## config.mk

```make
export PLATFORM = sky130hd
export DESIGN_NAME = reg_bank_arbiter
export DESIGN_NICKNAME = d
export VERILOG_FILES = /design/src/rtl/reg_bank_arbiter.sv
export SDC_FILE = /design/constraint.sdc
export NUM_CORES = 1
export LEC_CHECK = 0
export ABC_AREA = 1
export BUFFER_PORTS_ARGS = -buffer_cell sky130_fd_sc_hd__buf_2
export CAP_MARGIN = 40
export CORE_MARGIN = 10
export CORE_UTILIZATION = 49
export DETAILED_ROUTE_END_ITERATION = 10
export GPL_TIMING_DRIVEN = 0
export PLACE_DENSITY = 0.73
export SETUP_SLACK_MARGIN = 0.15
export SYNTH_ARGS = -nofsm -noshare
export SYNTH_HDL_FRONTEND = slang
export SYNTH_SLANG_ARGS = --single-unit
```

## constraint.sdc

```tcl
create_clock -name clk -period 1.85 [get_ports clk]
set_clock_uncertainty 0.1 [all_clocks]
set_input_delay 0.0925 -clock clk [delete_from_list [all_inputs] [get_ports clk]]
set_output_delay 0.0925 -clock clk [all_outputs]
set_load 0.01 [all_outputs]
```

## src/rtl/reg_bank_arbiter.sv

```systemverilog
// Two-requester register bank with a one-cycle grant FSM (IDLE -> GRANT_x -> IDLE).
// Define REG_BANK_ARB_RR_EN for round-robin tie-break; default build gives requester A fixed priority.
module reg_bank_arbiter #(
    parameter int DATA_W = 8,
    parameter int ADDR_W = 2
) (
    input  logic              clk,
    input  logic              rst,
    input  logic              req_a,
    input  logic              req_b,
    input  logic              we_a,
    input  logic              we_b,
    input  logic [ADDR_W-1:0] addr_a,
    input  logic [ADDR_W-1:0] addr_b,
    input  logic [DATA_W-1:0] wdata_a,
    input  logic [DATA_W-1:0] wdata_b,
    output logic              ack_a,
    output logic              ack_b,
    output logic [DATA_W-1:0] rdata_a,
    output logic [DATA_W-1:0] rdata_b,
    output logic              busy,
    output logic [1:0]        state_dbg,
    output logic              last_grant_dbg
);

    localparam int NREG = 1 << ADDR_W;

    localparam logic [1:0] IDLE    = 2'd0;
    localparam logic [1:0] GRANT_A = 2'd1;
    localparam logic [1:0] GRANT_B = 2'd2;

    localparam logic LG_A = 1'b0;
    localparam logic LG_B = 1'b1;

    // Handshake: a requester holds req/we/addr/wdata until its one-cycle ack;
    // req still high in the cycle after ack counts as a fresh request.
    logic [1:0]        state;
    logic [1:0]        state_nxt;
    logic              last_grant;
    logic [DATA_W-1:0] regs [NREG];

    always_comb begin
        state_nxt = IDLE;
        if (state == IDLE) begin
            if (req_a && req_b) begin
`ifdef REG_BANK_ARB_RR_EN
                state_nxt = (last_grant == LG_A) ? GRANT_B : GRANT_A;
`else
                state_nxt = GRANT_A;
`endif
            end else if (req_a) begin
                state_nxt = GRANT_A;
            end else if (req_b) begin
                state_nxt = GRANT_B;
            end
        end
    end

    // Read data is captured on the edge entering the grant so it is valid alongside ack.
    always_ff @(posedge clk or posedge rst) begin
        if (rst) begin
            state      <= IDLE;
            last_grant <= LG_B;
            rdata_a    <= '0;
            rdata_b    <= '0;
            for (int i = 0; i < NREG; i++) begin
                regs[i] <= '0;
            end
        end else begin
            state <= state_nxt;
            if (state_nxt == GRANT_A) begin
                last_grant <= LG_A;
                if (!we_a) begin
                    rdata_a <= regs[addr_a];
                end
            end
            if (state_nxt == GRANT_B) begin
                last_grant <= LG_B;
                if (!we_b) begin
                    rdata_b <= regs[addr_b];
                end
            end
            if (state == GRANT_A && we_a) begin
                regs[addr_a] <= wdata_a;
            end
            if (state == GRANT_B && we_b) begin
                regs[addr_b] <= wdata_b;
            end
        end
    end

    assign ack_a          = (state == GRANT_A);
    assign ack_b          = (state == GRANT_B);
    assign busy           = (state != IDLE);
    assign state_dbg      = state;
    assign last_grant_dbg = last_grant;

endmodule
```

# Yosys cells after proc, flatten, opt, wreduce, memory -nomap -nowiden
# Cells that the tools add are included.
# Widths: inputs -> output; s select.
[word_totals]
register_bits = 51
inputBits = 26
out_inout_bits = 22
[op_classes]
order_cmp = 4
n_eq_ne = 4
muxes = 20
bitwise_logic = 4
n_reduce_logical = 10
[ops]
columns = ["operator", "n"]
rows = [
  ["$bwmux 32", 2],
  ["$mux 32", 2],
  ["$mux 8", 6],
  ["$bmux 8 s2", 2],
  ["$demux 8 s2", 2],
  ["$mux 2", 4],
  ["$ge 3x3->1 const B", 2],
  ["$lt 3x1->1 const B", 2],
  ["$not 2->3", 2],
  ["$logic_and 1x1->1", 5],
  ["$eq 2x1->1 const B", 2],
  ["$eq 2x2->1 const B", 2],
  ["$reduce_and 2->1", 2],
  ["$reduce_bool 2->1", 2],
  ["$logic_not 2->1", 1],
  ["$mux 1", 2],
  ["$not 1->1", 2],
]

# Logic depth before layout (Yosys ltp)
[logic_depth]
word_depth = 9
mapped_depth = 10
ltp_nobuf = 10

# Worst setup path after synthesis
# Ideal clock, no wire load.
[synth_timing]
path_kind = "register to register"
startpoint = "register state[0], in the netlist state_dbg[0]"
endpoint = "register rdata_b[0]"
arrival_time_ns = 1.446
required_time_ns = 1.633
setup_slack_ns = 0.188
stages_incl_launch_ff = 11
period_less_slack_ns = 1.662
cell_sequence = "dfrtp_1 nor2_1 inv_1 nor2_1 inv_1 ha_1 inv_1 nor2_2 inv_1 nand2_1 nand2_1"
[synth_between]
elab_chain_len = 4
[synth_rtl]
columns = ["element", "line_no", "text"]
rows = [
  ["start: declaration", "37", "logic [1:0] state;"],
  ["start signal: assignment", "70", "state <= state_nxt;"],
  ["$logic_not 2->1", "44", "if (state == IDLE) begin"],
  ["$mux 2", "44", ""],
  ["named net state_nxt[0]", "38", "logic [1:0] state_nxt;"],
  ["$eq 2x2->1", "77", "if (state_nxt == GRANT_B) begin"],
  ["$reduce_and 2->1 (no source line)", "n/a", ""],
  ["end signal: assignment", "80", "rdata_b <= regs[addr_b];"],
  ["end: declaration", "20", "output logic [DATA_W-1:0] rdata_b,"],
]
# The timed path passes the listed nets, and every way through them passes these cells.
# A chain may end at the register's enable or synchronous reset.

# Final worst setup path
[layout_timing]
startpoint = "register state[1], in the netlist state_dbg[1]"
endpoint = "register regs[19] in the netlist's numbering"
[layout_between]
elab_chain_len = 5
[layout_rtl]
columns = ["element", "line_no", "text"]
rows = [
  ["$eq 2x1->1", "83", "if (state == GRANT_A && we_a) begin"],
  ["$logic_and 1x1->1", "83", ""],
  ["$mux 32", "83", ""],
  ["$bwmux 32", "87", "regs[addr_b] <= wdata_b;"],
  ["$mux 32 (*)", "86", "if (state == GRANT_B && we_b) begin"],
  ["end signal: indexed assignment", "84", "regs[addr_a] <= wdata_a;"],
  ["end signal: indexed assignment", "87", ""],
  ["end: declaration", "40", "logic [DATA_W-1:0] regs [NREG];"],
]
# Every way passes the cells marked *; elsewhere a longest branch is shown, timed or not.

==> results.md <==
* Rows at 29
* Yosys warns at 0
* Post-DR wirelength/cell at 15.4 um
* Initial antenna violation count at 0
* Antenna Cells at 0
* Critical path type: reg2reg
* Area grow syn2layout at 18.1%
* Reg2reg path depth at 6
* Clk slew on worst S/H paths at 0.10 ns
* Critical Path Source: state_dbg[1]
* Synth top area share at 39.9%
* Max IR drop VDD at 0.531 mV
* CTS tree: built
* Later-pin clock latency in the skew report at 0.32 ns
* Die area at 10000 um^2
* Most frequent cell after synthesis: nand2_1
* CP required at 1.96 ns
* Placed Instances at 596
* Most used cell, CP: nand2_1
* Worst slack, placed at 0.0143 ns
* Layout cells sized above 1 at 17.6%
* CP Data Arrival Time at 1.73 ns
* Drt drc at 0
* Library cells used by synthesis at 22
* LEAKAGE at 2.09 nW
* Slack of the worst reg-to-reg path at 0.23 ns
* Core area at 6280 um^2
* Setup-failing EPs final at 0
* Gr usage total at 19.3%
* Largest net degree at the start of global routing at 30
* FF-to-FF End: regs[19]
* Sum Neg Setup Slack at 0 ns
* Clock net sink count at 51
* Slew Viols, Final at 0
* Pwr per Cell Area at 969 nW/um^2
* Final hold vios at 0
* Sequential area share after synthesis at 40.7%
* Synth top cells by count: nand2_1, nand3_1, inv_1, dfrtp_1, nor2_1
* CP endpoint kind: register
* Type of the worst min-delay path: in2reg
* Average cell area after synthesis at 6.64 um^2
* Fill cells at 626
* PortBufs at 45
* Mapped Cells at 473
* Max incr delay on CP at 0.45 ns
* Ys async rst share at 100%
* Final min period at 1.62 ns
* Sequential Area at 1280 um^2
* Die height at 100 um
* Remaining global-route overflow at 0
* Synth area leaders: dfrtp_1, nand2_1, nand3_1, inv_1, nor2_1
* Hold WS at 0.0293 ns
* DRT Pass-1 Iters at 5
* RSZ-0062 raised after global routing: true
* Worst setup endpoint: regs[19]
* RR Startpoint: state_dbg[1]
* Seq cells post-synth at 51
* Final worst setup slack at 0.234 ns
* IO Pins at 48
* Placed Area at 3480 um^2
* CP Cell Sequence: inv_2 > nand3_2 > nor2_2 > nand2_1 > nand3_1 > nand2_1
* Mapped Nets at 501
* Post-DRT Antenna Nets at 0
* Peak Freq at 619 MHz
* Die W at 100 um
* Number of synthesized flops with an enable pin at 0
* Status: finished clean
* Mapped cell area at 3140 um^2
* Clock Tree Buf Depth at 2
* Final instance area at 3710 um^2
* GPL Wtd Cong at 0.906
* Startpoint Class: register
* Top cell type by total area after synthesis: dfrtp_1
* H-tree depth at 2
* Final WL at 9500 um
* Vias in the first global route at 3137
* Initial Utilization at 50.0%
* Area of the multi-input gates at 1590 um^2
* Crit path max fanout at 8
* DP Wirelength at 7120 um
* Critical Path Slowest Stage Cell: dfrtp_2
* Root buffer cell: clkbuf_8
* Tightest Pin Transition at 0.516 ns
* Final nets at 567
* DRT iter0 DRCs at 229
* Vias at 3187
* Routed vias/inst at 5.17
* Post-synth top flop: dfrtp_1
* Max Cap Violations at 0
* Number of CTS-inserted buffers at 5
* Crit share post-route at 87.4%
* Final non-filler cell total at 617
* First-pass GRT wire length at 15800 um
* Normalized max-slew margin at 65.6%
-- flip-flops by register name, indices dropped and copies added (netlist names) --
name            flops
state_dbg           2
regs               32
last_grant_dbg      1
rdata_b             8
rdata_a             8
-- worst max-delay path, delay by kind of cell, from the launching register on --
family,cells,cell delay [ns]
flops,1,0.45
simple gates,5,0.87
buf+inv,1,0.09
-- worst min path at each step --
| stage | depth (start not counted) | from | end | slack, ns |
|---|---|---|---|---|
| floorplan | 2 | wdata_b[0] | regs[24] | 0.11 |
| global placement | 3 | wdata_b[1] | regs[9] | 0.25 |
| detailed placement | 2 | rst | rdata_a[4] | 0.06 |
| CTS | 5 | wdata_a[2] | regs[26] | 0.02 |
| global route | 5 | wdata_a[1] | regs[9] | 0.05 |
| finish | 5 | wdata_a[2] | regs[26] | 0.03 |
-- what timing repair did --
| item | CTS | global route |
|---|---|---|
| hold buffers | 11 | 0 |
| resized for setup | 5 | 7 |
| setup buffers | 0 | 1 |
| cloned | 0 | 1 |
| setup endpoints to repair | 16 | 22 |
| endpoints found under the hold margin | 51 | 0 |
| pin swaps | 0 | 1 |
-- cells in the final DEF (no fill, tap or decap), types with 5 or more instances in the layout --
cell type      netlist  routed
nor2_2               5       6
o21bai_1             7       7
a21oi_1              5       5
clkbuf_8             0       5
inv_1               55      50
nand3_1             58      58
o21ai_0             17      17
buf_2               11      56
dlygate4sd3_1        0      11
nand4_1              6       6
nor2_1              28      26
dfrtp_1             50      48
nand2_1            211     210
inv_2                6      10
-- layout make-up --
cell class | count | share of cell area [%]
plain buffers | 13 | 1.79
clock buffers | 7 | 2.06
clock inverters | 1 | 0.135
inverters | 61 | 6.24
multi-input cells | 349 | 42.9
flip-flops and latches | 51 | 34.5
well taps | 77 | 2.60
repair buffers | 58 | 9.78
-- layer usage --
layer	wire (um)	part of all wire [%]	track usage, %
met5	0	0	0
met4	154	1.6	6.09
met3	941	9.9	6.11
met2	4170	44	29.6
met1	4230	45	25.2
-- through the flow --
step / power [mW] / utilization (%)
floorplan: 2.47 / -
global placement: 2.87 / 55.1
detailed placement: 2.90 / 55.5
CTS: 3.58 / 58.7
global route: 3.89 / 59.1
finish: 3.59 / 59.1
-- power by group --
| part | switching (mW) | total (mW) | internal (mW) | leakage [nW] |
|---|---|---|---|---|
| clock network | 0.390 | 0.657 | 0.267 | 0.0422 |
| registers | 0.256 | 1.72 | 1.46 | 0.602 |
| logic | 0.734 | 1.22 | 0.487 | 1.44 |
-- kinds of logic (layout without fill, tap and decap cells) --
family	Yosys count	count (layout)	share of synthesized area, %
flops	51	51	40.7
buf+inv	74	140	9.41
compound gates	31	31	5.50
simple gates	315	316	43.6
fa+ha+maj	2	2	0.797
No activity file was read; power rests on OpenSTA's default activity.
